**src/rtl/dispatch_packer_pkg.sv**
```systemverilog
// Shared uop layout helpers for the dispatch packer, issue queue and slots.
// Fields MSB..LSB: {uop, brm, tag, prd, pr2, pr1, val, p2, p1}.
package dispatch_packer_pkg;

    localparam int UOP_W = 7;

    typedef enum logic [1:0] {
        ST_EMPTY,
        ST_FILL,
        ST_READY
    } pack_state_t;

    function automatic int off_p1();
        return 0;
    endfunction

    function automatic int off_p2();
        return 1;
    endfunction

    function automatic int off_val();
        return 2;
    endfunction

    function automatic int off_pr1();
        return 3;
    endfunction

    function automatic int off_pr2(int wreg);
        return 3 + wreg;
    endfunction

    function automatic int off_prd(int wreg);
        return 3 + 2 * wreg;
    endfunction

    function automatic int off_tag(int wreg);
        return 3 + 3 * wreg;
    endfunction

    function automatic int off_brm(int wreg, int wtag);
        return 3 + 3 * wreg + wtag;
    endfunction

    function automatic int off_uop(int wreg, int wtag, int wbrm);
        return 3 + 3 * wreg + wtag + wbrm;
    endfunction

    function automatic int uop_width(int wreg, int wtag, int wbrm);
        return UOP_W + wbrm + wtag + 3 * wreg + 3;
    endfunction

endpackage

```
**src/rtl/dispatch_packer_if.sv**
```systemverilog
// Rename-side push, writeback/kill broadcast and issue-queue bundle signals.
interface dispatch_packer_if
    import dispatch_packer_pkg::*;
#(
    parameter int WIDTH_REG = 3,
    parameter int WIDTH_TAG = 3,
    parameter int WIDTH_BRM = 3,
    parameter int WIDTH     = uop_width(WIDTH_REG, WIDTH_TAG, WIDTH_BRM),
    parameter int DEPTH     = 8
) ();

    logic [WIDTH-1:0]         i_inst;
    logic                     i_valid;
    logic                     o_ready;
    logic [4*WIDTH_REG-1:0]   i_wdest4x;
    logic [WIDTH_BRM-1:0]     i_BrKill;
    logic                     i_qready;
    logic [WIDTH-1:0]         o_inst1;
    logic [WIDTH-1:0]         o_inst2;
    logic [WIDTH-1:0]         o_inst3;
    logic [WIDTH-1:0]         o_inst4;
    logic                     o_en;
    logic [$clog2(DEPTH):0]   o_count;

    modport master (
        output i_inst, i_valid, i_wdest4x, i_BrKill, i_qready,
        input  o_ready, o_inst1, o_inst2, o_inst3, o_inst4,
        input  o_en, o_count
    );

    modport slave (
        input  i_inst, i_valid, i_wdest4x, i_BrKill, i_qready,
        output o_ready, o_inst1, o_inst2, o_inst3, o_inst4,
        output o_en, o_count
    );

endinterface

```
**src/rtl/packer_entry_update.sv**
```systemverilog
// Applies the 4-lane writeback wakeup and branch kill to one uop.
module packer_entry_update
    import dispatch_packer_pkg::*;
#(
    parameter int WIDTH_REG = 3,
    parameter int WIDTH_TAG = 3,
    parameter int WIDTH_BRM = 3,
    parameter int WIDTH     = uop_width(WIDTH_REG, WIDTH_TAG, WIDTH_BRM)
) (
    input  logic [WIDTH-1:0]       uop,
    input  logic [4*WIDTH_REG-1:0] wdest4x,
    input  logic [WIDTH_BRM-1:0]   br_kill,
    output logic [WIDTH-1:0]       upd
);

    localparam int O_P1  = off_p1();
    localparam int O_P2  = off_p2();
    localparam int O_VAL = off_val();
    localparam int O_PR1 = off_pr1();
    localparam int O_PR2 = off_pr2(WIDTH_REG);
    localparam int O_BRM = off_brm(WIDTH_REG, WIDTH_TAG);

    logic [WIDTH_REG-1:0] pr1;
    logic [WIDTH_REG-1:0] pr2;
    logic [WIDTH_BRM-1:0] brm;
    logic                 hit1;
    logic                 hit2;

    assign pr1 = uop[O_PR1 +: WIDTH_REG];
    assign pr2 = uop[O_PR2 +: WIDTH_REG];
    assign brm = uop[O_BRM +: WIDTH_BRM];

    // A zero lane means no write, so it can never wake a source.
    always_comb begin
        hit1 = 1'b0;
        hit2 = 1'b0;
        for (int l = 0; l < 4; l++) begin
            if (wdest4x[l*WIDTH_REG +: WIDTH_REG] != '0) begin
                if (wdest4x[l*WIDTH_REG +: WIDTH_REG] == pr1)
                    hit1 = 1'b1;
                if (wdest4x[l*WIDTH_REG +: WIDTH_REG] == pr2)
                    hit2 = 1'b1;
            end
        end
    end

    always_comb begin
        upd = uop;
        if (hit1)
            upd[O_P1] = 1'b1;
        if (hit2)
            upd[O_P2] = 1'b1;
        if ((brm & br_kill) != '0)
            upd[O_VAL] = 1'b0;
    end

endmodule

```
**src/rtl/dispatch_packer.sv**
```systemverilog
// Circular uop FIFO that packs renamed uops into 4-wide issue bundles,
// flushing a partial bundle after TIMEOUT idle cycles.
module dispatch_packer
    import dispatch_packer_pkg::*;
#(
    parameter int WIDTH_REG = 3,
    parameter int WIDTH_TAG = 3,
    parameter int WIDTH_BRM = 3,
    parameter int WIDTH     = uop_width(WIDTH_REG, WIDTH_TAG, WIDTH_BRM),
    parameter int DEPTH     = 8,
    parameter int TIMEOUT   = 4
) (
    input  logic          i_clk,
    input  logic          i_rst,
    dispatch_packer_if.slave dp
);

    localparam int PTR_W = $clog2(DEPTH);
    localparam int CNT_W = PTR_W + 1;
    localparam int TMR_W = $clog2(TIMEOUT + 1);

    localparam logic [CNT_W-1:0] FULL   = CNT_W'(DEPTH);
    localparam logic [CNT_W-1:0] BUNDLE = CNT_W'(4);
    localparam logic [TMR_W-1:0] TMAX   = TMR_W'(TIMEOUT);

    logic [WIDTH-1:0] mem      [DEPTH];
    logic [WIDTH-1:0] ent_in   [DEPTH];
    logic [WIDTH-1:0] ent_upd  [DEPTH];
    logic [WIDTH-1:0] slot_in  [4];
    logic [WIDTH-1:0] slot_out [4];

    logic [PTR_W-1:0] head;
    logic [PTR_W-1:0] tail;
    logic [CNT_W-1:0] count;
    logic [CNT_W-1:0] cnt_next;
    logic [CNT_W-1:0] pop_n;
    logic [TMR_W-1:0] timer;
    logic [TMR_W-1:0] tmr_next;
    pack_state_t      state;
    pack_state_t      state_next;

    logic ready;
    logic push;
    logic en;
    logic pop;

    // Readiness uses the pre-pop count: a full FIFO refuses even while popping.
    assign ready = count < FULL;
    assign push  = dp.i_valid & ready;
    assign en    = state == ST_READY;
    assign pop   = en & dp.i_qready;

    assign pop_n    = !pop ? '0 : (count < BUNDLE) ? count : BUNDLE;
    assign cnt_next = count + CNT_W'(push) - pop_n;

    always_comb begin
        tmr_next = timer;
        if (push | pop)
            tmr_next = '0;
        else if (count != '0 && count < BUNDLE && timer < TMAX)
            tmr_next = timer + TMR_W'(1);
    end

    always_comb begin
        state_next = ST_FILL;
        if (cnt_next == '0)
            state_next = ST_EMPTY;
        else if (cnt_next >= BUNDLE || tmr_next == TMAX)
            state_next = ST_READY;
    end

    always_ff @(posedge i_clk) begin
        if (i_rst) begin
            head  <= '0;
            tail  <= '0;
            count <= '0;
            timer <= '0;
            state <= ST_EMPTY;
        end else begin
            head  <= head + pop_n[PTR_W-1:0];
            tail  <= tail + PTR_W'(push);
            count <= cnt_next;
            timer <= tmr_next;
            state <= state_next;
        end
    end

    // The incoming uop shares its slot's updater so it gets same-cycle wakeup.
    always_comb begin
        for (int i = 0; i < DEPTH; i++) begin
            ent_in[i] = mem[i];
            if (push && tail == PTR_W'(i))
                ent_in[i] = dp.i_inst;
        end
    end

    for (genvar g = 0; g < DEPTH; g++) begin : g_ent
        packer_entry_update #(
            .WIDTH_REG (WIDTH_REG),
            .WIDTH_TAG (WIDTH_TAG),
            .WIDTH_BRM (WIDTH_BRM),
            .WIDTH     (WIDTH)
        ) u_upd (
            .uop     (ent_in[g]),
            .wdest4x (dp.i_wdest4x),
            .br_kill (dp.i_BrKill),
            .upd     (ent_upd[g])
        );
    end

    always_ff @(posedge i_clk) begin
        mem <= ent_upd;
    end

    always_comb begin
        for (int k = 0; k < 4; k++) begin
            slot_in[k] = '0;
            if (CNT_W'(k) < count)
                slot_in[k] = mem[head + PTR_W'(k)];
        end
    end

    for (genvar g = 0; g < 4; g++) begin : g_slot
        packer_entry_update #(
            .WIDTH_REG (WIDTH_REG),
            .WIDTH_TAG (WIDTH_TAG),
            .WIDTH_BRM (WIDTH_BRM),
            .WIDTH     (WIDTH)
        ) u_upd (
            .uop     (slot_in[g]),
            .wdest4x (dp.i_wdest4x),
            .br_kill (dp.i_BrKill),
            .upd     (slot_out[g])
        );
    end

    assign dp.o_inst1 = slot_out[0];
    assign dp.o_inst2 = slot_out[1];
    assign dp.o_inst3 = slot_out[2];
    assign dp.o_inst4 = slot_out[3];
    assign dp.o_en    = en;
    assign dp.o_ready = ready;
    assign dp.o_count = count;

endmodule

```
**src/flat_wrapper.sv**
```systemverilog
// flat-port wrapper written by rule: the top's interface ports become plain ports
module dispatch_packer_flat import dispatch_packer_pkg::*;
#(
    parameter int WIDTH_REG = 3,
    parameter int WIDTH_TAG = 3,
    parameter int WIDTH_BRM = 3,
    parameter int WIDTH     = uop_width(WIDTH_REG, WIDTH_TAG, WIDTH_BRM),
    parameter int DEPTH     = 8,
    parameter int TIMEOUT   = 4
)
  (i_clk, i_rst, dp_i_inst, dp_i_valid, dp_i_wdest4x, dp_i_BrKill, dp_i_qready, dp_o_ready, dp_o_inst1, dp_o_inst2, dp_o_inst3, dp_o_inst4, dp_o_en, dp_o_count);
  dispatch_packer_if #(.WIDTH_REG(WIDTH_REG), .WIDTH_TAG(WIDTH_TAG), .WIDTH_BRM(WIDTH_BRM), .WIDTH(WIDTH), .DEPTH(DEPTH)) dp_i ();
  input  logic i_clk;
  input  logic i_rst;
  input wire logic [$bits(dp_i.i_inst)-1:0] dp_i_inst;
  input wire logic [$bits(dp_i.i_valid)-1:0] dp_i_valid;
  input wire logic [$bits(dp_i.i_wdest4x)-1:0] dp_i_wdest4x;
  input wire logic [$bits(dp_i.i_BrKill)-1:0] dp_i_BrKill;
  input wire logic [$bits(dp_i.i_qready)-1:0] dp_i_qready;
  output wire logic [$bits(dp_i.o_ready)-1:0] dp_o_ready;
  output wire logic [$bits(dp_i.o_inst1)-1:0] dp_o_inst1;
  output wire logic [$bits(dp_i.o_inst2)-1:0] dp_o_inst2;
  output wire logic [$bits(dp_i.o_inst3)-1:0] dp_o_inst3;
  output wire logic [$bits(dp_i.o_inst4)-1:0] dp_o_inst4;
  output wire logic [$bits(dp_i.o_en)-1:0] dp_o_en;
  output wire logic [$bits(dp_i.o_count)-1:0] dp_o_count;
  assign dp_i.i_inst = dp_i_inst;
  assign dp_i.i_valid = dp_i_valid;
  assign dp_i.i_wdest4x = dp_i_wdest4x;
  assign dp_i.i_BrKill = dp_i_BrKill;
  assign dp_i.i_qready = dp_i_qready;
  assign dp_o_ready = dp_i.o_ready;
  assign dp_o_inst1 = dp_i.o_inst1;
  assign dp_o_inst2 = dp_i.o_inst2;
  assign dp_o_inst3 = dp_i.o_inst3;
  assign dp_o_inst4 = dp_i.o_inst4;
  assign dp_o_en = dp_i.o_en;
  assign dp_o_count = dp_i.o_count;
  dispatch_packer #(.WIDTH_REG(WIDTH_REG), .WIDTH_TAG(WIDTH_TAG), .WIDTH_BRM(WIDTH_BRM), .WIDTH(WIDTH), .DEPTH(DEPTH), .TIMEOUT(TIMEOUT)) u_core (.i_clk(i_clk), .i_rst(i_rst), .dp(dp_i));
endmodule
```
**config.mk**
```make
export PLATFORM = sky130hd
export DESIGN_NAME = dispatch_packer_flat
export DESIGN_NICKNAME = d
export VERILOG_FILES = /design/src/rtl/dispatch_packer_pkg.sv /design/src/rtl/dispatch_packer_if.sv /design/src/rtl/packer_entry_update.sv /design/src/rtl/dispatch_packer.sv /design/src/flat_wrapper.sv
export SDC_FILE = /design/constraint.sdc
export NUM_CORES = 1
export LEC_CHECK = 0
export BUFFER_PORTS_ARGS = -buffer_cell sky130_fd_sc_hd__buf_2
export CORE_MARGIN = 5
export CORE_UTILIZATION = 29
export CTS_CLUSTER_DIAMETER = 60
export CTS_CLUSTER_SIZE = 20
export DETAILED_ROUTE_END_ITERATION = 12
export PLACE_DENSITY = 0.51
export SETUP_SLACK_MARGIN = 0.15
export SYNTH_ARGS = -nofsm -noshare
export SYNTH_HDL_FRONTEND = slang
export SYNTH_SLANG_ARGS = --single-unit
export TNS_END_PERCENT = 50
```
**constraint.sdc**
```tcl
create_clock -name i_clk -period 12.9 [get_ports i_clk]
set_input_delay 2.58 -clock i_clk [delete_from_list [all_inputs] [get_ports i_clk]]
set_output_delay 2.58 -clock i_clk [all_outputs]
set_load 0.02 [all_outputs]
```
* Word-level counts from Yosys, hierarchy flattened *
Index checks and enable logic that the tools add are counted.

storage, ports and cells
  bits in registers = 215
  bits of input ports = 44
  output and inout bits = 106
  logic and storage cells = 453

cells by class
  $add $sub $neg = 8
  order comparisons = 12
  equal/unequal tests = 105
  multiplexer cells = 233
  bitwise logic cells = 19
  reductions and logical operators = 31

operators by type and width
  cell                   number
  $bmux W25 S3           4
  $mux W25               12
  $eq A3 B3 Y1           96
  $mux W1                204
  $mux W18               8
  $reduce_bool A3 Y1     16
  $and A3 B3 Y3          12
  $ge A4 B4 Y1 const B   4
  $not A3 Y4             4
  $eq A3 B3 Y1 const B   5
  $logic_and A1 B1 Y1    10
  $lt A1 B4 Y1 const A   2
  $lt A2 B4 Y1 const A   2
  $mux W4                2
  $add A3 B1 Y3 const B  2
  $add A3 B2 Y3 const B  2
  $eq A3 B2 Y1 const B   2
  $mux W3                2
  $add A4 B1 Y4          1
  $ge A4 B3 Y1 const B   1
  $logic_not A4 Y1       1
  $lt A4 B3 Y1 const B   1
  $lt A4 B4 Y1 const B   1
  $reduce_bool A4 Y1     1
  other kinds (12)       13

* Logic depth before layout (Yosys ltp) *
  word-level depth = 16
  gate-level depth with buffers = 16
  mapped depth without buffers = 15

* Hierarchy *
From an unflattened synthesis, not the netlist that was laid out.

unflattened totals
  cell total of the unflattened synthesis = 2,173
  area total of the unflattened synthesis = 19,761.5 um^2

by module, submodules not included
  module               times used  cells each  area an instance (um^2)  seq. area each (um^2)
  dispatch_packer      1           1,273       13,455.4                 4,304.1
  packer_entry_update  12          75          525.5                    0.0

* Worst setup path after synthesis *
Ideal clock, no wire load.

  path kind = input -> output
  start point = input port dp_i_wdest4x[9]
  end point = output port dp_o_inst4[0]
  arrival time = 4,305 ps
  data required time = 10,320 ps
  setup slack = 6,015 ps
  cell stages on the path = 7
  path buffers = 3
  path through = buf_2 clkbuf_1 clkbuf_1 xnor2_1 nor3_1 nor4_1 o21ai_0

between the ends
  cells in the longest elaborated chain, start to end = 4
  elaborated cells on any way between the ends = 5
  those cells by class = 1 x eq/ne; 3 x mux; 1 x reduce/logical

RTL lines
  item                RTL line                   text
  start: declaration  flat_wrapper.sv:17         input wire logic [$bits(dp_i.i_wdest4x)-1:0] dp_i_wdest4x;
  $eq A3 B3 Y1        packer_entry_update.sv:39  if (wdest4x[l*WIDTH_REG +: WIDTH_REG] == pr1)
  $mux W1             packer_entry_update.sv:39
  $mux W1 (*)         packer_entry_update.sv:38  if (wdest4x[l*WIDTH_REG +: WIDTH_REG] != '0) begin
  $mux W1 (*)         packer_entry_update.sv:49  if (hit1)
  end: declaration    flat_wrapper.sv:24         output wire logic [$bits(dp_i.o_inst4)-1:0] dp_o_inst4;

Mark *: on every way between the ends. The rest lies on a longest branch, timed or not.

* Final worst setup path *
  start point = input port dp_i_wdest4x[0]
  end point = output port dp_o_inst1[0]

between the ends
  cells in the longest elaborated chain, start to end = 10
  elaborated cells on any way between the ends = 11
  those cells by class = 1 x eq/ne; 9 x mux; 1 x reduce/logical

RTL lines
  item              RTL line                   text
  $eq A3 B3 Y1      packer_entry_update.sv:39
  $mux W1           packer_entry_update.sv:39
  $mux W1 (*)       packer_entry_update.sv:38
  $mux W1           packer_entry_update.sv:39
  $mux W1 (*)       packer_entry_update.sv:38
  $mux W1           packer_entry_update.sv:39
  $mux W1 (*)       packer_entry_update.sv:38
  $mux W1           packer_entry_update.sv:39
  $mux W1 (*)       packer_entry_update.sv:38
  $mux W1 (*)       packer_entry_update.sv:49
  end: declaration  flat_wrapper.sv:21         output wire logic [$bits(dp_i.o_inst1)-1:0] dp_o_inst1;

Marked as above.

==> results by group <==
Logic synthesis
  • Commonest cells in the netlist: mux2i_1 (305), xnor2_1 (123), dfxtp_1 (111)
  • Largest family of logic cells by synthesized area: multiplexers
  • Post-synthesis net count: 1632
  • Post-Syn Area: around 0.017 mm^2
  • Distinct cells, synth: 58
  • Dominant cells by area after synthesis: edfxtp_1 (19%), mux2i_1 (18%), dfxtp_1 (13%)
  • Post-synth EDFFs: between 100 and 150
  • Synth Instances: 1574
  • Synth Area in XOR/XNOR: between 10% and 20%
  • Main synth FF type: dfxtp_1
  • Post-Synth Adder-Cell Area: 1.13%
  • Seq/Total Area, Yosys: 31.8%
  • Post-synth top area cell: edfxtp_1
  • Post-synth ARST share: 0%
  • Synth Area in Compound Gates: 7.22%
  • Post-Synth Simple-Gate Area: 8.97%
  • Yosys top cell area share: 18.6%
  • Mean Syn Cell Area: 10.7 um^2
  • Most frequent cell after synthesis: mux2i_1
  • Synth warn: 0
  • Multiplexer share of the synthesized area: 34.6%
  • Yosys reg bits: ~220

Setup path
  • Crit end category: output port
  • Critical Path End: dp_o_inst1[0]
  • WP data arrival: 5220 ps
  • Critical path depth: 9
  • Reg2Reg Depth: 7
  • Crit-path slowest cell: nor2_1
  • WP data required: 10320 ps
  • Worst-path maximum fanout: 25
  • Cells along the critical path: buf_2 -> buf_4 -> nor2_1 -> nor2_1 -> buf_4 -> mux2i_1 -> o32ai_1 -> or4_1 -> buf_2
  • Reg-to-Reg End: u_core.mem[77]
  • Worst R2R Setup Slack: about 9500 ps
  • Crit Path Class: input port to output port
  • Crit Reg-Reg Startpoint: u_core.dp.o_count[3]
  • CP max stage delay: 780 ps
  • Crit-path leading delay family: simple AND/OR/NAND/NOR gates
  • Startpoint Class: input port
  • CP startpoint: dp_i_wdest4x[0]
  • WP buf/inv: 4

Clocking
  • CTS tree: done
  • Clock-pin slew on the worst setup and hold paths: 70 ps
  • Postcts setup bufs: 0
  • Clk_lat worst skew: 590 ps
  • H-tree depth: 1
  • CTS Buf Count: 28
  • Clk buf depth: 3
  • CTS sink cnt: approximately 220
  • Root Buffer: clkbuf_16
  • CTS resizes: 0
  • CTS Hold Bufs: 0

Drt
  • Routed vias/inst: 5.47
  • Drt pass-1 iters: 5
  • DR WL/cell: between 20 and 25 um
  • Number of remaining DRC errors: 0
  • Post-Route WL: 59200 um
  • Vias: 13285
  • Detailed Route Iter0 Violations: 980
  • ANT nets after route: 0

Finish
  • Diode count: 0
  • Fillcell total: 5787
  • Syn-to-layout area delta: 13.9%
  • Final core occ: 33.3%
  • Final nets: 1700
  • Layout cells sized above 1: 24.4%

STA
  • Fin Setup TNS: 0 ps
  • WHS: 491 ps
  • Period utilization: 60.5%
  • Tightest Pin Transition: 1210 ps
  • Max Fclk: 128 MHz
  • Max-slew violation count: 0
  • Clock Skew: 36.7 ps
  • RSZ-0062 raised after global routing: false
  • Final Setup Violations: 0
  • Final hold vios: 0
  • Max_slew headroom: 18.9%
  • Fin crit period: 7800 ps

Floorplan
  • Die width: 251 um
  • Starting Density: ~29%
  • FP Rows: 88
  • # IOs: 150
  • Die height: 251 um
  • Die ar.: around 0.063 mm^2
  • CORE AREA: 0.0576 mm^2

Power and ir drop
  • Leak: 7.13 nW
  • Total Power: 0.00358 W
  • PwrDens: about 190 mW/mm^2
  • VDD IR max: roughly 0.093 mV

Placement
  • Port Buffers: 149
  • HPWL reported at the end of detailed placement: around 40000 um
  • RePlAce Congestion: 0.862

Hold path
  • Hold WC Path Type: flop to flop

Global route
  • Initial antenna violation count: 4
  • First-pass GRT wire length: 87900 um
  • Total global-route track usage: 18.0%
  • Number of global-route vias before repair: about 13000
  • GRT overflow: 0
  • Largest net degree at the start of global routing: 66

Status
  • Status: finished, final reports clean

Job
  • Maxcap violations: 0
## power by group
part | total, W | internal, W | switching [W]
logic | 0.00181 | 0.000682 | 0.00113
registers | 0.000949 | 0.000820 | 0.000130
clock network | 0.000821 | 0.000457 | 0.000364
total | 0.00358 | 0.00196 | 0.00162
## stage by stage
stage               cells  instance area [um^2]  worst slack [ps]
CTS                  2428                 19200              5070
global placement     2377                 18200              5110
detailed placement   2377                 18200              5050
floorplan            1574                 16800              6010
global route         2428                 19200              4940
finish               2428                 19200              5100
## flip-flops by register name (all words and copies together), names as in the netlist
register	cells
u_core.mem	200
u_core.timer	3
u_core.dp.o_count	4
u_core.tail	3
u_core.state	2
u_core.head	3
## cells in the final DEF, fill, tap and decap left out, types with 71 or more instances in the layout
cell type,instances
mux2i_1,305
buf_2,149
xnor2_1,122
dfxtp_1,109
edfxtp_1,104
nor2_1,98
mux4_2,95
xor2_1,74
inv_1,71
## worst reg2reg max path, stage by stage (launching register included)
cell	delay, ps
dfxtp_1	600
nand3b_1	370
or3_1	880
inv_1	740
nand2_1	220
nand2_1	80
a22o_1	250
a211oi_1	190
## how the worst min path moves through the flow
| stage | from | end | slack [ps] | depth (start not counted) |
|---|---|---|---|---|
| 2_1_floorplan | u_core.mem[142] | u_core.mem[142] | 450 | 2 |
| 3_3_place_gp | u_core.mem[91] | u_core.mem[91] | 470 | 2 |
| 3_5_place_dp | u_core.mem[140] | u_core.mem[140] | 470 | 2 |
| 4_1_cts | u_core.mem[140] | u_core.mem[140] | 490 | 2 |
| 5_1_grt | u_core.mem[140] | u_core.mem[140] | 520 | 2 |
| 6_report | u_core.mem[140] | u_core.mem[140] | 490 | 2 |
## area by class of cell
| type | count | area [um^2] | area share, % |
|---|---|---|---|
| Clock buffer | 31 | 743 | 3.88 |
| Clock inverter | 20 | 240 | 1.25 |
| Inverter | 72 | 270 | 1.41 |
| Multi-Input combinational cell | 1141 | 10600 | 55.3 |
| Sequential cell | 215 | 5350 | 27.9 |
| Tap cell | 765 | 957 | 5.00 |
| Timing Repair Buffer | 184 | 1010 | 5.26 |
## kinds of logic after synthesis
group	count (synthesis)
and+or+nand+nor	301
AOI/OAI and AO/OA	174
buffers and inverters	218
xor gates and xnor gates	200
DFF	215
muxes	452
adders and majority gates	14
## routing by layer
metal  share of wire (%)  GRT usage, %  vias up
li1                    -             -     5962
met1                  43          23.8     6697
met2                  48          31.1      530
met3                 6.7          3.01       94
met4                 2.2          3.49        2
met5               0.022             0        -
Note: power is estimated with default switching activity, not from simulation.
